**config.mk**
```make
export PLATFORM = sky130hd
export DESIGN_NAME = spi_slave_trx
export DESIGN_NICKNAME = d
export VERILOG_FILES = /design/src/rtl/spi_slave_trx.sv
export SDC_FILE = /design/constraint.sdc
export NUM_CORES = 1
export LEC_CHECK = 0
export ABC_CLOCK_PERIOD_IN_PS = 3500
export CAP_MARGIN = 15
export CORE_ASPECT_RATIO = 2
export CORE_UTILIZATION = 65
export DETAILED_ROUTE_END_ITERATION = 16
export DONT_BUFFER_PORTS = 1
export PLACE_DENSITY = 0.92
export SETUP_SLACK_MARGIN = 0.02
export SLEW_MARGIN = 0
export SYNTH_ARGS = -nofsm -noshare
export SYNTH_HDL_FRONTEND = slang
export SYNTH_SLANG_ARGS = --single-unit
```
**constraint.sdc**
```tcl
create_clock -name clk -period 3.5 [get_ports clk]
set_input_delay 0.35 -clock clk [delete_from_list [all_inputs] [get_ports clk]]
set_output_delay 0.35 -clock clk [all_outputs]
set_load 0.05 [all_outputs]
```
**src/rtl/spi_slave_trx.sv**
```systemverilog
// SPI mode-0 slave byte transceiver: synchronises sck/mosi/ss into clk, presents
// each received byte with a one-cycle pop strobe and serialises decoder responses.
module spi_slave_trx #(
  parameter logic [7:0] TX_IDLE = 8'hff
) (
  input  logic       clk,
  input  logic       rst,
  input  logic       sck,
  input  logic       mosi,
  input  logic       ss,
  output logic       miso,
  output logic       rst_o,
  output logic [7:0] data_o,
  output logic       ack_pop_o,
  input  logic [7:0] data_i,
  input  logic       ack_i
);

  logic       sck_s1, sck_s2, sck_s3;
  logic       mosi_s1, mosi_s2;
  logic       ss_s1, ss_s2;
  logic [2:0] bit_cnt;
  logic [7:0] rx_shift;
  logic [7:0] tx_shift;
  logic [7:0] pending_buf;
  logic       pending_valid;

  logic rise, fall, boundary_load;

  always_ff @(posedge clk) begin
    if (rst) begin
      sck_s1  <= 1'b0;
      sck_s2  <= 1'b0;
      sck_s3  <= 1'b0;
      mosi_s1 <= 1'b0;
      mosi_s2 <= 1'b0;
      ss_s1   <= 1'b1;
      ss_s2   <= 1'b1;
    end else begin
      sck_s1  <= sck;
      sck_s2  <= sck_s1;
      sck_s3  <= sck_s2;
      mosi_s1 <= mosi;
      mosi_s2 <= mosi_s1;
      ss_s1   <= ss;
      ss_s2   <= ss_s1;
    end
  end

  always_comb begin
    rise          = sck_s2 & ~sck_s3;
    fall          = ~sck_s2 & sck_s3;
    boundary_load = fall && (bit_cnt == 3'd0);
  end

  assign rst_o = ss_s2;
  assign miso  = tx_shift[7];

  always_ff @(posedge clk) begin
    if (rst) begin
      bit_cnt       <= '0;
      rx_shift      <= '0;
      tx_shift      <= TX_IDLE;
      pending_buf   <= '0;
      pending_valid <= 1'b0;
      data_o        <= '0;
      ack_pop_o     <= 1'b0;
    end else begin
      ack_pop_o <= 1'b0;
      if (ss_s2) begin
        bit_cnt       <= '0;
        tx_shift      <= TX_IDLE;
        pending_valid <= 1'b0;
      end else begin
        if (rise) begin
          rx_shift <= {rx_shift[6:0], mosi_s2};
          bit_cnt  <= bit_cnt + 3'd1;
          if (bit_cnt == 3'd7) begin
            data_o    <= {rx_shift[6:0], mosi_s2};
            ack_pop_o <= 1'b1;
          end
        end
        // A response arriving in the load cycle goes straight to the shifter
        if (boundary_load) begin
          if (ack_i)              tx_shift <= data_i;
          else if (pending_valid) tx_shift <= pending_buf;
          else                    tx_shift <= TX_IDLE;
          pending_valid <= 1'b0;
        end else begin
          if (fall) tx_shift <= {tx_shift[6:0], 1'b1};
          if (ack_i) begin
            pending_buf   <= data_i;
            pending_valid <= 1'b1;
          end
        end
      end
    end
  end

endmodule

```
==> results.txt <==
Die height: 75.5 um
Top Family by Delay on Critical Path: simple AND/OR/NAND/NOR gates
RSZ-0062 raised after global routing: no
Synthesized Nets: 199
Final net count: 197
Crit share post-route: 52.0%
Register area: 861 sq um
Clk_skew: 9.37 ps
Setup Viol. Count Final: 0
CTS Buf Count: 5
Post-synth top cells: 43 x dfxtp_1, 25 x nand2b_1, 17 x mux2i_1
Overall power: 825 uW
Synth warn: 0
Syn Inst Count: 182
Ports: 25
Area of the mapped netlist: 0.00176 sq mm
Post-synth EDFFs: 0
Synth Flop Type: dfxtp_1
Vias in the first global route: 1272
CTS tree: done
CP arrival: 2010 ps
CP Depth: 2
Grt ovf: 0
Core area: 0.00257 sq mm
HP Class: in -> reg
Post-DR vias/cell: 6.14
Die ar.: 0.00293 sq mm
Outcome: finished, final reports clean
Initial antenna violation count: 0
Hpwl dp: 2530 um
Required time worst endpoint: 3690 ps
Fmax: 550 MHz
Post-CTS setup buffer count: 0
Crit-path max cell delay: 770 ps
Port Buffers: 0
Via count: 1284
Crit Path Max Fanout: 10
Largest net degree at the start of global routing: 45
First-pass GRT wire length: 5420 um
GPL Wtd Cong: 0.724
Number of buffer and inverter instances along the worst setup path: 0
Initial core utilization: 68.4%
Worst vdd rail ir drop: 0.366 mV
Leading area contributor after synthesis: dfxtp_1
Slowest-stage cell, CP: or4b_1
# DRC: 0
Hold depth: 1
Clock Latency Late Sink: 300 ps
Async SR Flop Fraction: 0%
Post-route cell area: 0.00184 sq mm
Hold_ws: 123 ps
Number of synthesized register bits: 43
Drt total wl: 3420 um
Slew @ Worst Pin: 793 ps
Root buf cell: clkbuf_8
Area Growth Syn to Fin: 4.70%
Cts hold-fix bufs: 0
Count leader, synth: dfxtp_1
Placed cell areas: 0.00175 sq mm
Slew headroom: 47.1%
Final worst slack: 1680 ps
Pre-antenna DRT Iters: 4
Seq/Total Area, Yosys: 49.0%
Worst path cell trace: or4b_1, o32a_1
Ranking of synthesized cells by area: dfxtp_1 49%, mux2i_1 9.7%, nand2b_1 8.9%
P_leak: 0.000635 uW
Rows: 26
Fin. max-slew vios: 0
# diodes: 0
Clock sinks: 43
Pwr dens: 449 mW/mm^2
Wire length per cell: 16.3 um
Clock Pin Slew Worst Setup and Hold Paths: 80 ps
Setup CP Type: reg -> reg
Worst reg2reg path depth: 2
Multi-input logic area: 825 sq um
CTS H-Tree Depth: 2
Area share of the largest cell type after synthesis: 49.0%
Clk buf depth: 2
Hold Fails Final Rpt: 0
Gr usage total: 27.1%
Die X: 38.8 um
DRT iter0 DRCs: 42
Post-DRT Antenna Nets: 0
Dpl ws: 1440 ps
Setup Total Neg Slack: 0 ps
Crit end category: flip-flop
CTS-repair resized insts: 0
Distinct cells, synth: 26
Startpoint Class: flip-flop
Syn Area/Cell: 9.65 sq um
Share of cells above drive strength 1: 7.18%
Fillers: 206
Max-Cap Viols: 0
Fin crit period: 1820 ps
-- metrics by stage --
step                      util (%)  instances
final                         71.6        209
after global routing          71.6        209
after CTS                     71.4        208
after detailed placement      68.1        200
after global placement        68.1        200
after floorplan                  -        182
-- cell type report --
type	count	area share (%)
Tap cell	28	1.90
Inverter	4	0.816
Multi-Input combinational cell	123	44.8
Sequential cell	43	46.8
Clock inverter	3	0.816
Timing Repair Buffer	3	1.09
Clock buffer	5	3.74
-- cell families after synthesis --
group,count (synthesis),synth area share (%)
AOI/OAI and AO/OA,33,12.9
xor gates and xnor gates,1,0.499
adders and majority gates,3,2.14
buffers and inverters,16,4.06
DFF,43,49.0
muxes,17,9.69
and+or+nand+nor,69,21.7
-- final timing paths --
check	to	slack [ps]	start
worst min register to register	rst_o	410	ss_s1
worst min-delay path	data_o[1]	120	rst
worst max-delay path	tx_shift[0]	1680	rst_o
worst max register to register	tx_shift[0]	1680	rst_o
-- layout by cell type (no fill, tap or decap), types with 3 or more instances in the layout --
cell type	synthesis	final
a21oi_1	15	15
clkinv_2	0	3
inv_1	4	4
clkbuf_8	0	5
nor2_1	10	10
dfxtp_1	43	43
nor2b_1	7	7
o311ai_0	7	7
nand2b_1	25	25
a2bb2oi_1	7	7
nor3_1	3	3
ha_1	3	3
mux2i_1	17	17
nand2_1	16	16
-- state kept, by name, indices dropped and copies added, names as in the netlist --
| register | count |
|---|---|
| mosi_s1 | 1 |
| sck_s1 | 1 |
| rst_o | 1 |
| sck_s3 | 1 |
| tx_shift | 8 |
| bit_cnt | 3 |
| rx_shift | 7 |
| ack_pop_o | 1 |
| pending_buf | 8 |
| ss_s1 | 1 |
| mosi_s2 | 1 |
| sck_s2 | 1 |
| data_o | 8 |
| pending_valid | 1 |
-- report_power, final --
group	switching [uW]	internal, uW	total (uW)
clock network	161	136	298
registers	6.27	495	501
logic	10.4	16.2	26.6
-- metal layers --
layer	GRT usage, %	up-vias	part of all wire [%]
met5	0	-	0
met3	9.33	11	3.8
li1	-	620	-
met4	14.6	0	3.0
met2	50.0	29	57
met1	24.0	624	36
(Power assumes the default switching activity.)
